[src/rtl/instruction_fetch.sv]
// Fetch stage: owns the PC, reads the combinational program ROM, resolves jmp locally.
// Optional FETCH_PERF_CNT_EN adds a saturating count of delivered instructions.
module instruction_fetch #(
    parameter int                ADDR_W     = 4,
    parameter int                INST_W     = 16,
    parameter logic [ADDR_W-1:0] RESET_PC   = '0,
    parameter logic [3:0]        JMP_OPCODE = 4'b1000
) (
    input  logic              clk,
    input  logic              rst_n,
    output logic [ADDR_W-1:0] rom_address,
    input  logic [INST_W-1:0] rom_instruction,
    input  logic              stall,
    input  logic              redirect_valid,
    input  logic [ADDR_W-1:0] redirect_addr,
    output logic              inst_valid,
    output logic [INST_W-1:0] inst_out,
    output logic [ADDR_W-1:0] inst_pc
`ifdef FETCH_PERF_CNT_EN
    ,
    output logic [7:0]        fetch_count
`endif
);

    typedef enum logic [1:0] {BOOT, RUN, HOLD} state_t;

    state_t              state, state_next;
    logic [ADDR_W-1:0]   pc, pc_next;
    logic [INST_W-1:0]   inst_next;
    logic [ADDR_W-1:0]   inst_pc_next;
    logic                valid_next;
    logic                fetch;
    logic                is_jmp;

    assign rom_address = pc;
    assign is_jmp      = (rom_instruction[INST_W-1 -: 4] == JMP_OPCODE);

    always_comb begin
        state_next   = state;
        pc_next      = pc;
        inst_next    = inst_out;
        inst_pc_next = inst_pc;
        valid_next   = inst_valid;
        fetch        = 1'b0;

        // A redirect wins over everything, including a held instruction.
        if (redirect_valid) begin
            pc_next    = redirect_addr;
            valid_next = 1'b0;
            state_next = RUN;
        end else begin
            case (state)
                BOOT: state_next = RUN;
                RUN, HOLD: begin
                    if (stall && inst_valid) begin
                        state_next = HOLD;
                    end else begin
                        state_next = RUN;
                        fetch      = 1'b1;
                    end
                end
                default: state_next = RUN;
            endcase
        end

        if (fetch) begin
            inst_next    = rom_instruction;
            inst_pc_next = pc;
            // A jmp is consumed here and never presented to decode.
            valid_next   = !is_jmp;
            pc_next      = is_jmp ? rom_instruction[8 +: ADDR_W] : pc + ADDR_W'(1);
        end
    end

    always_ff @(posedge clk or negedge rst_n) begin
        if (!rst_n) begin
            state      <= BOOT;
            pc         <= RESET_PC;
            inst_out   <= '0;
            inst_pc    <= '0;
            inst_valid <= 1'b0;
        end else begin
            state      <= state_next;
            pc         <= pc_next;
            inst_out   <= inst_next;
            inst_pc    <= inst_pc_next;
            inst_valid <= valid_next;
        end
    end

`ifdef FETCH_PERF_CNT_EN
    function automatic logic [7:0] sat_inc(input logic [7:0] value);
        return (value == 8'hFF) ? value : value + 8'd1;
    endfunction

    always_ff @(posedge clk or negedge rst_n) begin
        if (!rst_n) begin
            fetch_count <= 8'd0;
        end else if (fetch && !is_jmp) begin
            fetch_count <= sat_inc(fetch_count);
        end
    end
`endif

endmodule
[config.mk]
export PLATFORM = sky130hd
export DESIGN_NAME = instruction_fetch
export DESIGN_NICKNAME = d
export VERILOG_FILES = /design/src/rtl/instruction_fetch.sv
export SDC_FILE = /design/constraint.sdc
export NUM_CORES = 1
export LEC_CHECK = 0
export ABC_AREA = 0
export CAP_MARGIN = 25
export CORE_ASPECT_RATIO = 0.7
export CORE_MARGIN = 4
export CORE_UTILIZATION = 25
export DETAILED_ROUTE_END_ITERATION = 8
export SKIP_LAST_GASP = 1
export SLEW_MARGIN = 20
export SYNTH_ARGS = -nofsm -noshare
export SYNTH_HDL_FRONTEND = slang
export SYNTH_SLANG_ARGS = --single-unit
[constraint.sdc]
create_clock -name clk -period 3.25 [get_ports clk]
set_input_delay 0.65 -clock clk [delete_from_list [all_inputs] [get_ports clk]]
set_output_delay 0.65 -clock clk [all_outputs]
set_load 0.005 [all_outputs]
==> results of run 1 <==
layout by cell type, fill, tap and decap left out, types with 2 or more instances in the layout:
cell              n
clkdlybuf4s50_1  48
dfrtp_1          27
mux2_4           15
a21oi_1           2
clkbuf_8          3
nand2_1           4
mux2i_1           3
mux2_2            3
a211o_1           2
o211ai_1          2
xor2_1            2
o21ai_0           4
a211oi_1          2
inv_1             3
cells in the mapped netlist, drive strengths merged:
master,count
nor2,1
nor4,1
ha,1
mux2i,3
a21o,1
nand3,1
or3,1
xor2,3
buf,2
or4b,1
nand2,5
xnor2,1
inv,3
nor3,1
nand2b,1
o221ai,1
nor2b,1
mux2,18
o211ai,2
a221oi,1
a21oi,2
a211o,2
nor4b,1
clkbuf,1
o21ai,4
a211oi,2
dfrtp,27
power by group through the flow:
stage,Combinational (W),Sequential (W),Clock [W]
final,0.000314,0.000444,0.000188
after floorplan,0.000129,0.000449,0
after detailed placement,0.000318,0.000450,0
after CTS,0.000320,0.000445,0.000195
after global routing,0.000341,0.000454,0.000213
after global placement,0.000314,0.000450,0
worst paths after layout:
check | from | end | slack (ps) | depth (start not counted)
setup / recovery | redirect_valid | inst_out[7] | 1150 | 4
hold / removal | inst_pc[0] | inst_pc[0] | 510 | 2
setup reg to reg | state[0] | inst_out[7] | 1700 | 3
hold reg to reg | inst_pc[0] | inst_pc[0] | 510 | 2
max in group asynchronous | rst_n | rom_address[3] | 2240 | 2
min in group asynchronous | rst_n | inst_out[10] | 750 | 2
worst reg2reg max path: stages (launching register included):
cell	delay [ps]
dfrtp_1	430
xor2_2	330
nand2_4	300
mux2_4	390
state kept, by name (all words and copies together) (netlist names):
signal / flops
inst_out: 16
inst_pc: 4
rom_address: 4
state: 2
inst_valid: 1
metal layers:
| layer | vias to the layer above | share of wire | global-route usage |
|---|---|---|---|
| met5 | - | 0 | 0 |
| met4 | 0 | 0.0034 | 0.0167 |
| met3 | 2 | 0.090 | 0.0501 |
| met2 | 33 | 0.42 | 0.154 |
| met1 | 408 | 0.48 | 0.132 |
| li1 | 414 | - | - |
per-stage QoR:
step	cell area [um^2]	power, W	hold WS, ps	util
global placement	1800	0.000764	496	0.374
detailed placement	1800	0.000768	496	0.374
global route	1840	0.00101	547	0.384
finish	1840	0.000946	515	0.384
CTS	1840	0.000960	522	0.384
floorplan	1250	0.000578	354	-
layout make-up:
cell class	count	area, um^2	share of cell area
clock inverter	1	5.00	0.00271
multi-input combinational	55	537	0.291
clock buffer	3	41.3	0.0224
inverter	3	11.3	0.00611
timing repair buffer	49	488	0.265
tap	69	86.3	0.0468
sequential	27	676	0.366
logic make-up (layout without fill, tap and decap cells):
logic type | after synthesis | after routing | synth area share
adders and majority gates | 1 | 1 | 0.0100
muxes | 21 | 21 | 0.231
DFF | 27 | 27 | 0.541
xor gates and xnor gates | 4 | 4 | 0.0340
buffers and inverters | 6 | 56 | 0.0300
and+or+nand+nor | 14 | 14 | 0.0721
AOI/OAI and AO/OA | 15 | 15 | 0.0821
==> impl_results.md, run 1 <==
- Status: completed
- Final period utilization: 0.645
- Post-Place Cells: around 200
- Finished Layout Cells: roughly 210
- Hold_buf cts: 0
- Worst Path Max Fanout: 23
- Core footprint: between 4000 and 5000 um^2
- Sw Pwr: ~0.00025 W
- Final Max Tran Viols: 0
- Top-level I/O count: slightly below 50
- Port Buffer Count: 48
- CTS resizes: 0
- Die Span Y: roughly 67 um
- Top delay family on crit path: buffers and inverters
- Yosys top cell area share: 0.541
- Vias: 857
- FILL cells: around 470
- Skew-Pair Late Insertion Delay: between 200 and 300 ps
- CP Class: input pin to flop
- Final setup viols: 0
- CP cell instances: clkdlybuf4s50_1, a21oi_1, nand2_4, mux2_4
- HPWL after detailed placement: ~2.3 mm
- Largest net degree at the start of global routing: 28
- TritonCTS clock tree: built
- YS warnings: 0
- GRT Util Overall: 0.101
- Post-synth top area cell: dfrtp_1
- Leak: around 0.8 nW
- Hold crit path type: flop to flop
- Sequential share of power: 0.470
- Standard-cell row count: 21
- WL/cell: roughly 14 um
- Gate power share: 0.332
- Main area contributors after synthesis: dfrtp_1 (54%), mux2_4 (18%), mux2_2 (2.7%)
- Clock Path Buffers: 2
- DRT antenna net count: 0
- Setup slack after layout: approximately 1200 ps
- Unique masters post-synth: 30
- Die area: around 6200 um^2
- VDD IR-drop max: roughly 0.14 mV
- Global-route wire length before repair: 4.78 mm
- Worst Skew: 1.07 ps
- Drt total wl: 2.98 mm
- Global route overflow: 0
- Synthesized area: 1250 um^2
- Post-synthesis cell count: around 90
- RSZ-0062 raised after global routing: no
- CP startpoint kind: input pin
- Residual DRC: 0
- Post-place setup slack: 888 ps
- Die width: ~93 um
- Pre-antenna DRT Iters: 4
- H-tree levels: 1
- Register bit total from synthesis: 27
- Pwr Density: 513 nW/um^2
- CP Capture Type: flop
- Share of layout cells above drive strength 1: 0.188
- Starting Density: 0.260
- Worst slew margin: 0.590
- CP peak stage delay: slightly below 600 ps
- Post-synthesis sequential area ratio: 0.541
- Period minus WS final: around 2100 ps
- Worst Max-Slew Pin Slew: approximately 610 ps
- Initial antenna violation count: 0
- Fin nets: approximately 160
- Internal: between 0.0007 and 0.0008 W
- GPL Wtd Cong: between 0.7 and 0.8
- F_max: between 400 and 500 MHz
- Max cap viols: 0
- Final setup TNS: 0 ps
- Vias in the first global route: around 920
- Final Hold Fails: 0
- Postcts setup bufs: 0
- Switch share: 0.260
- Clock slew at reported path FFs: roughly 90 ps
- Worst Path Arrival: 2260 ps
- CP max-delay cell: clkdlybuf4s50_1
- Syn avg cell area: about 14 um^2
- CP Buf/Inv Count: 1
- Clock tree root buffer cell: clkbuf_8
- P&R area growth vs syn: 47.5%
- Syn_nets: about 110
- DRT iter0 DRCs: 22
- Req. time, crit path: 3410 ps
- CTS Buf Count: 3
- Clk sinks: 27
- N_diodes: 0
- Clock power share: 0.198
- Routed vias/inst: between 4 and 5
Note: power is estimated with default switching activity, not from simulation.
==> run 2: changes to the inputs <==
==> constraint.sdc (replaced) <==
create_clock -name clk -period 2.05 [get_ports clk]
set_input_delay 0.41 -clock clk [delete_from_list [all_inputs] [get_ports clk]]
set_output_delay 0.41 -clock clk [all_outputs]
set_load 0.005 [all_outputs]
==> run 2 against run 1 <==
Power is 58% higher. Die area is the same. Final area is 0.75% higher. Clock power increased by 58%. Largest power group unchanged.
==> impl_results.md, run 2 (same netlist as run 1, synthesis figures left out) <==
- Status: completed
- CP cell instances: clkdlybuf4s50_1, or4b_1, mux2i_1, o221ai_1
- P&R area growth vs syn: 48.6%
- Hold crit path type: flop to flop
- Worst Path Max Fanout: 3
- CTS Buf Count: 3
- Clock slew at reported path FFs: approximately 90 ps
- Most common cell after layout, fill and taps aside: clkdlybuf4s50_1
- Port Buffer Count: between 40 and 50
- GRT Util Overall: 0.103
- HPWL after detailed placement: 2.34 mm
- Gate power share: 0.332
- RSZ-0062 raised after global routing: no
- Clock Path Buffers: 2
- Final setup viols: 0
- Fin nets: about 170
- CP Buf/Inv Count: 1
- Sw Pwr: between 0.0003 and 0.0004 W
- Top-level I/O count: 49
- Total power: about 0.0015 W
- CP max-delay cell: or4b_1
- GPL Wtd Cong: a little under 0.8
- Placed cell area: ~1800 um^2
- Fin Hold WS: approximately 510 ps
- Postcts setup bufs: 0
- CTS resizes: 0
- Worst Path Arrival: ~1800 ps
- TritonCTS clock tree: built
- Hold depth: 1
- Share of layout cells above drive strength 1: 0.193
- Top delay family on crit path: simple AND/OR/NAND/NOR gates
- Die area: between 6000 and 7000 um^2
- Global-route wire length before repair: around 4.8 mm
- Max cap viols: 0
- Drt total wl: 3.03 mm
- Worst Max-Slew Pin Slew: around 430 ps
- Most flops, register: inst_out
- Pre-antenna DRT Iters: 3
- WL/cell: roughly 14 um
- CP startpoint kind: input pin
- HP Start: inst_out[9]
- Critical path origin: rom_instruction[13]
- Worst Skew: approximately 3.2 ps
- Vias: roughly 900
- N_diodes: 0
- VDD IR-drop max: about 0.27 mV
- Sequential share of power: 0.470
- Standard-cell row count: 21
- Skew-Pair Late Insertion Delay: roughly 270 ps
- CP Capture Type: flop
- Worst slew margin: 0.712
- Leak: ~0.8 nW
- Clock tree root buffer cell: clkbuf_8
- Most frequent cells in the layout: clkdlybuf4s50_1 (48), dfrtp_1 (27), mux2_4 (15), nand2_1 (4), o21ai_0 (4)
- Req. time, crit path: approximately 2200 ps
- Vias in the first global route: roughly 950
- Hold Crit Endpoint: inst_out[9]
- H-tree levels: 1
- Worst reg-to-reg path cell count: 3
- Largest register FFs: 16
- Internal: 0.00111 W
- Clock power share: 0.198
- Design Area, Final: around 1900 um^2
- Die width: 92.5 um
- Core Util, Final: 0.386
- Die Span Y: 67.2 um
- Pwr Density: roughly 800 nW/um^2
- Routed vias/inst: approximately 4.3
- CP peak stage delay: roughly 620 ps
- Final setup TNS: 0 ps
- CP Class: input pin to flop
- Final Max Tran Viols: 0
- Worst r2r src: state[0]
- Global route overflow: 0
- Final Hold Fails: 0
- End of the worst register-to-register path: inst_out[13]
- Initial antenna violation count: 0
- Starting Density: 0.260
- DRT antenna net count: 0
- DRT iter0 DRCs: 24
- Hold_buf cts: 0
- Final period utilization: 0.831
- Period minus WS final: 1700 ps
- F_max: between 500 and 600 MHz
- Switch share: 0.256
- Clk sinks: 27
- Largest net degree at the start of global routing: 28
- Core footprint: around 4800 um^2
- R2R setup slack: about 500 ps
- Residual DRC: 0
-- run 2: cell count changes in the layout (fill, tap and decap cells not counted), sizes merged --
cell | previous run | this run
clkbuf | 3 | 4
clkinv | 1 | 0
buf | 1 | 3
-- run 2: how the worst max path moves through the flow --
stage,slack [ps],cells past startpoint,endpoint
after CTS,350,4,rom_address[2]
after global placement,90,4,rom_address[2]
after floorplan,690,3,rom_address[2]
final,350,4,rom_address[2]
after global routing,300,4,inst_out[2]
after detailed placement,60,4,rom_address[2]
-- run 2: cell type report --
class | instances | area (um^2)
multi-input cells | 55 | 537
inverters | 3 | 11.3
clock buffers | 4 | 45.0
flip-flops and latches | 27 | 676
repair buffers | 51 | 503
fillers | 465 | 2950
well taps | 69 | 86.3
-- run 2: metrics by stage --
stage                     worst slack (ps)  instances
after global placement                94.3        205
after global routing                   305        209
after CTS                              349        209
after detailed placement              59.1        205
final                                  345        209
after floorplan                        691         88
-- run 2: metal layers --
layer / GRT usage / share of wire
met5: 0 / 0
met3: 0.0356 / 0.072
met1: 0.132 / 0.46
met4: 0.0259 / 0.0083
met2: 0.168 / 0.46
-- run 2: power groups by stage --
stage	clock, W	sequential, W	combinational, W
2_1_floorplan	0	0.000712	0.000204
3_3_place_gp	0	0.000713	0.000498
3_5_place_dp	0	0.000716	0.000506
4_1_cts	0.000311	0.000706	0.000508
5_1_grt	0.000336	0.000720	0.000536
6_report	0.000297	0.000704	0.000498
==> run 3: changes to the inputs <==
==> constraint.sdc (replaced) <==
create_clock -name clk -period 1.6 [get_ports clk]
set_input_delay 0.32 -clock clk [delete_from_list [all_inputs] [get_ports clk]]
set_output_delay 0.32 -clock clk [all_outputs]
set_load 0.005 [all_outputs]
==> run 3 against run 2 <==
Utilization grew 2.3 points. Clock power grew 33%. Sequential share of layout area down 1.9 points. Global-route usage increased by 0.76 points. First-iteration DRC count rose by 83%. Combinational power grew 41%. Count of clock-buffer cells in the layout is 1 lower. Largest cell class unchanged. Highest routed layer unchanged.
==> impl_results.md, run 3 (same netlist as run 1, synthesis figures left out) <==
- Vias: ~950
- Residual DRC: 0
- CP cell instances: clkdlybuf4s50_1
- FILL cells: 476
- Worst Path Arrival: roughly 1200 ps
- GPL Wtd Cong: approximately 0.79
- Period minus WS final: around 1500 ps
- Skew-Pair Late Insertion Delay: 280 ps
- Die Span Y: about 67 um
- TritonCTS clock tree: built
- Clock slew at reported path FFs: around 90 ps
- Drt total wl: 3.17 mm
- CP peak stage delay: about 520 ps
- Final setup viols: 0
- DRT iter0 DRCs: between 40 and 50
- Final Max Tran Viols: 0
- N_diodes: 0
- Design Area, Final: slightly below 2000 um^2
- F_max: around 650 MHz
- Critical path origin: inst_valid
- CP max-delay cell: clkdlybuf4s50_1
- Placed cell area: between 1500 and 2000 um^2
- DRT antenna net count: 0
- Pre-antenna DRT Iters: 4
- Post-Place Cells: 212
- Vias in the first global route: 1029
- Pwr Density: ~1000 nW/um^2
- Routed vias/inst: about 4.3
- P&R area growth vs syn: 57.4%
- VDD IR-drop max: roughly 0.35 mV
- Final period utilization: 0.957
- Worst Path Max Fanout: 6
- Clock tree root buffer cell: clkbuf_8
- Hold crit path type: input pin to async pin
- Req. time, crit path: ~1300 ps
- CP Capture Type: output pin
- Worst slew margin: 0.692
- CP Buf/Inv Count: 1
- Top delay family on crit path: buffers and inverters
- Starting Density: 0.260
- WL/cell: between 10 and 15 um
- Clk sinks: 27
- Largest register FFs: 16
- Fin nets: roughly 180
- GRT Util Overall: 0.111
- Initial antenna violation count: 0
- Share of layout cells above drive strength 1: 0.267
- RSZ-0062 raised after global routing: no
- Worst Max-Slew Pin Slew: between 400 and 500 ps
- Leak: 0.863 nW
- Clock Path Buffers: 2
- Die width: 92.5 um
- Most common cell after layout, fill and taps aside: clkdlybuf4s50_1
- Standard-cell row count: 21
- Worst Skew: approximately 4.7 ps
- Core footprint: about 4800 um^2
- Port Buffer Count: between 40 and 50
- Finished Layout Cells: 219
- Post-place setup slack: -202 ps
- Fin Hold WS: roughly 410 ps
- Die area: a little over 6000 um^2
- CP Class: flop to output pin
- Worst r2r src: state[0]
- Max cap viols: 0
- HPWL after detailed placement: 2.45 mm
- Final Hold Fails: 0
- Setup slack after layout: between 60 and 70 ps
- CP startpoint kind: flop
- Global route overflow: 0
- Most flops, register: inst_out
- Global-route wire length before repair: 5.23 mm
- H-tree levels: 1
- Most frequent cells in the layout: clkdlybuf4s50_1 (47), dfrtp_1 (25), mux2_4 (15), buf_4 (11)
- Largest net degree at the start of global routing: 28
- Top-level I/O count: just under 50
- CTS Buf Count: 3
- Status: completed
run 3: cell types whose count changed in the layout (fill, tap and decap cells not counted):
cell,delta
buf_12,+2
dfrtp_1,-2
dlymetal6s2s_1,+1
clkbuf_1,-1
buf_4,+8
clkinvlp_4,+1
dfrtp_2,+2
clkdlybuf4s50_1,-1
run 3: layout make-up:
class	count	area (um^2)	area share
inverter	3	11.3	0.00573
sequential	27	678	0.345
tap	69	86.3	0.0439
timing repair buffer	61	606	0.308
multi-input combinational	55	537	0.273
clock inverter	1	7.51	0.00382
clock buffer	3	41.3	0.0210
run 3: path summary, 6_finish.rpt:
check	endpoint	slack (ps)	depth (start not counted)
setup / recovery	inst_valid	70	1
hold / removal	inst_out[13]	410	2
setup reg to reg	inst_out[15]	170	4
hold reg to reg	inst_pc[3]	510	1
max in group asynchronous	inst_valid	900	2
min in group clk	inst_pc[3]	510	1
run 3: repair_timing:
item	in CTS	in global routing
setup buffers	0	3
hold buffers	0	0
gates resized for setup	1	2
endpoints found under the setup margin	1	3
run 3: metal layers:
metal  routed length [um]  GRT usage  share of wire
met1                 1360      0.130           0.43
met2                 1510      0.186           0.48
met3                  265     0.0434          0.084
met4                   40     0.0389          0.013
met5                    0          0              0
run 3: worst register-to-register path, delay by kind of cell (launching register included):
family | cells | cell delay (ps)
buffers and inverters | 1 | 180
muxes | 1 | 300
xor gates and xnor gates | 1 | 310
DFF | 1 | 420
and+or+nand+nor | 1 | 110
run 3: per-stage QoR:
step                       util  setup TNS (ps)  total power [W]
final                     0.409               0          0.00199
after floorplan               -               0          0.00117
after global placement    0.393           -2240          0.00158
after detailed placement  0.393           -2710          0.00160
after CTS                 0.404               0          0.00201
after global routing      0.409               0          0.00213
run 3: power by group:
part           switching [W]  leakage [nW]  internal (W)  total [W]
clock               0.000219        0.0217      0.000177   0.000396
combinational       0.000218         0.525      0.000482   0.000700
sequential         0.0000862         0.316      0.000813   0.000899
total               0.000523         0.863       0.00147    0.00199
